==> src/rtl/deser_1x8.sv <==
// Serial-to-parallel deserializer: gathers eight accepted bits into a byte and
// offers it through a one-entry holding register with a sticky overrun flag.
module deser_1x8 #(
  parameter bit MSB_FIRST = 1'b1
) (
  input  logic       clk,
  input  logic       rst,
  input  logic       bit_in,
  input  logic       bit_valid,
  input  logic       clear,
  output logic [7:0] data_out,
  output logic       data_valid,
  input  logic       data_ready,
  output logic [2:0] bit_count,
  output logic       overrun
);

  // Handshake: a byte moves downstream on a rising edge where data_valid=1 and
  // data_ready=1; data_out is held stable for as long as data_valid=1.
  typedef enum logic {
    EMPTY = 1'b0,
    FULL  = 1'b1
  } hold_state_t;

  hold_state_t state_q, state_d;
  logic [7:0]  sr;
  logic [7:0]  sr_shift;
  logic [2:0]  cnt;
  logic        accept;
  logic        complete;
  logic        load;
  logic        drop;

  assign accept    = bit_valid & ~clear;
  assign complete  = accept & (cnt == 3'd7);
  assign sr_shift  = MSB_FIRST ? {sr[6:0], bit_in} : {bit_in, sr[7:1]};
  assign bit_count = cnt;
  // The state register is the data_valid flag itself.
  assign data_valid = (state_q == FULL);

  always_comb begin
    state_d = state_q;
    load    = 1'b0;
    drop    = 1'b0;
    case (state_q)
      EMPTY: begin
        if (complete) begin
          load    = 1'b1;
          state_d = FULL;
        end
      end
      FULL: begin
        if (complete && data_ready) begin
          load = 1'b1;
        end else if (data_ready) begin
          state_d = EMPTY;
        end else if (complete) begin
          drop = 1'b1;
        end
      end
      default: state_d = EMPTY;
    endcase
  end

  always_ff @(posedge clk or posedge rst) begin
    if (rst) begin
      state_q  <= EMPTY;
      data_out <= 8'h00;
    end else begin
      state_q <= state_d;
      if (load) begin
        data_out <= sr_shift;
      end
    end
  end

  // Clear flushes the partial byte and overrun only; the holding register is left alone.
  always_ff @(posedge clk or posedge rst) begin
    if (rst) begin
      sr      <= 8'h00;
      cnt     <= 3'd0;
      overrun <= 1'b0;
    end else if (clear) begin
      sr      <= 8'h00;
      cnt     <= 3'd0;
      overrun <= 1'b0;
    end else begin
      if (accept) begin
        sr  <= sr_shift;
        cnt <= cnt + 3'd1;
      end
      if (drop) begin
        overrun <= 1'b1;
      end
    end
  end

endmodule

==> config.mk <==
export PLATFORM = sky130hd
export DESIGN_NAME = deser_1x8
export DESIGN_NICKNAME = d
export VERILOG_FILES = /design/src/rtl/deser_1x8.sv
export SDC_FILE = /design/constraint.sdc
export NUM_CORES = 1
export LEC_CHECK = 0
export CELL_PAD_IN_SITES_DETAIL_PLACEMENT = 1
export CELL_PAD_IN_SITES_GLOBAL_PLACEMENT = 1
export CORE_UTILIZATION = 38
export CTS_CLUSTER_SIZE = 16
export DETAILED_ROUTE_END_ITERATION = 8
export PLACE_DENSITY_LB_ADDON = 0.1
export SLEW_MARGIN = 0
export SYNTH_ARGS = -nofsm -noshare
export SYNTH_HDL_FRONTEND = slang
export SYNTH_SLANG_ARGS = --single-unit
==> constraint.sdc <==
create_clock -name clk -period 2 [get_ports clk]
set_clock_uncertainty 0.2 [all_clocks]
set_input_delay 0.2 -clock clk [delete_from_list [all_inputs] [get_ports clk]]
set_output_delay 0.2 -clock clk [all_outputs]
set_load 0.01 [all_outputs]
# After elaboration in Yosys (flattened, before gate mapping)
# Index checks and enable logic that the tools add are counted.
# Widths: inputs -> output; s select.
[op_classes]
order_cmp = 0
n_reduce_logical = 3
mux = 15
addsub = 1
n_div = 0
n_eq_ne = 1
bitwise = 4
shift = 0
multipliers = 0
[ops]
columns = ["op", "n"]
rows = [
  ["$mux 7", 2],
  ["$mux 1", 9],
  ["$mux 3", 2],
  ["$pmux 1 s2", 2],
  ["$reduce_bool 2->1", 2],
  ["$add 3x1->3 const B", 1],
  ["$eq 3x3->1 const B", 1],
  ["$and 1x1->1", 2],
  ["$not 1->1", 2],
  ["$logic_and 1x1->1", 1],
]
[word_totals]
inputBits = 6
n_memories = 0
mem_bits_ro = 0
ram_bits = 0
out_inout_bits = 13
latch_bits = 0
ff_bits = 20
wordCells = 29

# Logic depth before layout (Yosys ltp)
[depth]
depth_word = 9
mapped_depth = 5
ltp_nobuf = 5

# Least setup slack after synthesis
# OpenSTA, ideal clock, no wires.
[synth_timing]
path_type = "register to register"
from = "register cnt[0], in the netlist bit_count[0]"
to = "register data_out[0]"
path_buffers = 0
stages_incl_launch_ff = 6
path_slack_ps = 242
synth_period_minus_slack_ps = 1758
required_ps = 1675
t_arrival_ps = 1434
setup_time_ps = 125
cell_sequence = "dfrtp_1 > ha_1 > ha_1 > nand2_1 > nor3_4 > mux2_2"
[synth_via]
elab_chain_cells = 5
word_cells_on_any_way = 6
cone_classes = "eq/ne: 1; mux: 3; bitwise: 1; reduce/logical: 1"
[synth_rtl]
columns = ["element", "line_no", "rtl"]
rows = [
  ["start, declared", "28", "logic [2:0] cnt;"],
  ["start signal, assigned", "90", "cnt <= cnt + 3'd1;"],
  ["$eq 3x3->1 *", "35", "assign complete = accept & (cnt == 3'd7);"],
  ["$and 1x1->1 *", "35", ""],
  ["$logic_and 1x1->1", "53", "if (complete && data_ready) begin"],
  ["$mux 1", "53", ""],
  ["$pmux 1 s2 *", "45", "case (state_q)"],
  ["end signal, assigned", "72", "data_out <= sr_shift;"],
  ["end, declared", "11", "output logic [7:0] data_out,"],
]
# Every way passes the cells marked *; elsewhere a longest branch is shown, timed or not.
# A chain may end at the register's enable or synchronous reset.

# Worst setup path after layout
[layout_timing]
from = "register cnt[0], in the netlist bit_count[0]"
to = "register data_out[1]"
# Same word-level chain as after synthesis.

==> results by group <==
STA
  – Number of pins exceeding their max-slew limit in the final report: 0
  – Achievable Freq: 532 MHz
  – Final critical-path share of the clock period: 94.1%
  – Shortest clock period the worst path allows after layout: 1880 ps
  – Worst relative slew slack: 70.9%
  – Hold slack final: 21.1 ps
  – Measured slew at the worst slew-check pin: 435 ps
  – Final hold violations: 0
  – Final setup violation count: 0
  – Total negative slack for setup checks: 0 ps
  – Setup repair after global routing missed its margin: no

Logic synthesis
  – Most used DFF post-synth: sky130_fd_sc_hd__dfrtp_1
  – Average cell area after synthesis: 13.7 um^2
  – Number of flops mapped to enable cells by yosys: 0
  – Share of the synthesized area in the top cell type: 61.9%
  – Count of yosys warnings during synthesis: 0
  – Top cells by area in the synthesized netlist: sky130_fd_sc_hd__dfrtp_1 62%, sky130_fd_sc_hd__mux2i_1 11%, sky130_fd_sc_hd__mux2_2 11%
  – Synthesized area: 808 um^2
  – Cell with the most instances after synthesis: sky130_fd_sc_hd__dfrtp_1
  – Register bit count reported by yosys: 20
  – Post-Synthesis Cells: 59
  – Asr flop ratio synth: 100%
  – Distinct cell type count of the synthesized netlist: 14
  – Register area share after synthesis: 61.9%
  – Largest area contributor in the netlist: sky130_fd_sc_hd__dfrtp_1
  – Synthesized Nets: 67
  – Top cells by count, synth: 20 x sky130_fd_sc_hd__dfrtp_1, 11 x sky130_fd_sc_hd__nor2_1, 9 x sky130_fd_sc_hd__mux2i_1

Drt
  – Number of nets with antenna violations after routing: 0
  – Vias per std cell: 4.85
  – Number of remaining DRC errors: 0
  – Number of DRC violations after detailed-routing iteration 0: 1
  – DR pass1 iterations: 3
  – Total number of vias: 529
  – Final wirelength: 1.50 mm
  – WL per Instance: 13.8 um

Clock tree
  – Number of setup buffers added after CTS: 0
  – Hold-fix buffers at CTS: 0
  – Clock tree root driver cell: sky130_fd_sc_hd__clkbuf_4
  – Num CTS Buffers: 3
  – CTS clk-pin slew, worst paths: 110 ps
  – Worst-Skew Late Latency: 300 ps
  – Count of H-tree levels built during CTS: 1
  – Number of instances resized during post-cts repair: 0
  – Clk buf depth: 2
  – # clock sinks: 20
  – Clock tree from TritonCTS: built

Place
  – Number of buffers added on ports: 18
  – Cell area reported after detailed placement: 1040 um^2
  – DP HPWL: 1.04 mm
  – Global placement routability congestion: 0.692

Finish
  – Share of cells above drive strength 1: 19.5%
  – Post-route design area: 1090 um^2
  – Area grow syn2layout: 34.7%
  – Layout Nets: 91
  – ANT cells: 0
  – Final Core Density: 54.9%
  – Filler Cell Count: 201

Setup path
  – Endpoint arrival time on the critical path: 1880 ps
  – CP Buf/Inv Count: 0
  – Total number of cells along the worst setup path: 5
  – Reg2Reg Depth: 5
  – Required time of the critical path: 2000 ps
  – Endpoint type of the worst setup path: flop
  – Longest individual stage delay on the worst path: 400 ps
  – Crit-path max FO: 8
  – Most common cell type on the critical path: sky130_fd_sc_hd__ha_1
  – CP Launch Type: flop
  – Worst Path Class, Setup: flop to flop
  – Worst-path cell with the longest stage delay: sky130_fd_sc_hd__dfrtp_1
  – CP top delay family: simple AND/OR/NAND/NOR gates
  – Sequence of cells on the critical path: ha_1 -> ha_1 -> nand2_1 -> nor3_4 -> mux2_2

Global routing
  – Wire length of the first global-routing pass: 2.28 mm
  – Number of antenna violations at the first check in global routing: 0
  – Number of global-route vias before repair: 522
  – Pin count of the biggest net entering global routing: 21
  – Congestion Overflow GR: 0
  – Total global-route track usage: 15.1%

Power and ir drop
  – Power density cells: 738 nW/um^2
  – Max IR drop VDD: 0.000533 V
  – Leak: 0.000531 uW
  – Overall power of the completed layout: 803 uW

Status
  – Run status: finished clean

Hold path
  – Worst Hold Class: input port to asynchronous set/reset pin

Run
  – MaxCap Viol Count: 0

Die
  – Area of the die: 2320 um^2
  – X dimension of the die: 48.1 um
  – Standard cell core area: 1980 um^2
  – Initial standard-cell utilization of the core: 40.8%
  – I/O Pins: 19
  – Rows: 16
  – Die outline height: 48.1 um
[worst reg2reg max path, delay by kind of cell, from the launching register on]
kind | cells | cell delay [ps]
adders and majority gates | 2 | 330
DFF | 1 | 400
and+or+nand+nor | 2 | 460
muxes | 1 | 390
[cells by family (layout without fill, tap and decap cells)]
| logic type | after synthesis | count (layout) | synth area share [%] |
|---|---|---|---|
| AO/OA/AOI/OAI | 2 | 2 | 1.70 |
| XOR/XNOR | 1 | 1 | 1.08 |
| adder cells (fa/ha/maj) | 2 | 2 | 3.10 |
| buffers and inverters | 3 | 26 | 1.55 |
| flip-flops | 20 | 20 | 61.9 |
| multiplexers | 17 | 17 | 22.3 |
| AND/OR/NAND/NOR | 14 | 14 | 8.36 |
[layout by cell type (no fill, tap or decap)]
| master | instances |
|---|---|
| sky130_fd_sc_hd__nor2_1 | 11 |
| sky130_fd_sc_hd__nor3_4 | 1 |
| sky130_fd_sc_hd__nand2_1 | 1 |
| sky130_fd_sc_hd__clkdlybuf4s50_1 | 18 |
| sky130_fd_sc_hd__bufinv_16 | 1 |
| sky130_fd_sc_hd__inv_1 | 1 |
| sky130_fd_sc_hd__xnor2_1 | 1 |
| sky130_fd_sc_hd__mux2i_1 | 9 |
| sky130_fd_sc_hd__buf_4 | 3 |
| sky130_fd_sc_hd__ha_1 | 2 |
| sky130_fd_sc_hd__o21bai_1 | 1 |
| sky130_fd_sc_hd__clkbuf_4 | 3 |
| sky130_fd_sc_hd__mux2_2 | 8 |
| sky130_fd_sc_hd__a31oi_1 | 1 |
| sky130_fd_sc_hd__nor2b_1 | 1 |
| sky130_fd_sc_hd__dfrtp_1 | 20 |
[layout make-up]
cell class / count / area, um^2 / area share, %
sequential: 20 / 500 / 46.0
multi-input combinational: 36 / 295 / 27.1
timing repair buffer: 21 / 203 / 18.6
tap: 27 / 33.8 / 3.10
clock inverter: 1 / 30.0 / 2.76
clock buffer: 3 / 22.5 / 2.07
inverter: 1 / 3.75 / 0.345
[per-stage QoR]
stage               setup WS [ps]  std cells
finish                        119        109
global placement              122        105
CTS                          95.4        109
detailed placement            128        105
global route                 16.8        109
floorplan                     242         59
[sequential cells by signal (all words and copies together), names as in the netlist]
register,flops
data_valid,1
sr,7
bit_count,3
data_out,8
overrun,1
[where the power goes]
group	internal [uW]	total [uW]	switching [uW]	leakage (uW)
registers	411	416	5.59	0.000277
logic	30.7	60.2	29.5	0.000226
clock network	202	327	124	0.0000279
total	644	803	159	0.000531
[final timing paths]
path / from / slack, ps / endpoint
max in group asynchronous: rst / 1370 / sr[3]$_DFFE_PP0P_
min in group clk: data_out[1]$_DFFE_PP0P_ / 320 / data_out[1]$_DFFE_PP0P_
worst max register to register: bit_count[0]$_DFFE_PP0P_ / 120 / data_out[1]$_DFFE_PP0P_
worst min-delay path: rst / 20 / data_out[7]$_DFFE_PP0P_
worst min register to register: data_out[1]$_DFFE_PP0P_ / 320 / data_out[1]$_DFFE_PP0P_
worst max-delay path: bit_count[0]$_DFFE_PP0P_ / 120 / data_out[1]$_DFFE_PP0P_
[metal layers]
metal  share of wire [%]  global-route usage (%)  wire [um]
met1                  43                    18.8        652
met2                  49                    24.3        735
met3                 5.1                    2.59         77
met4                 2.5                    10.0         38
met5                   0                       0          0
Note: power is estimated with default switching activity, not from simulation.
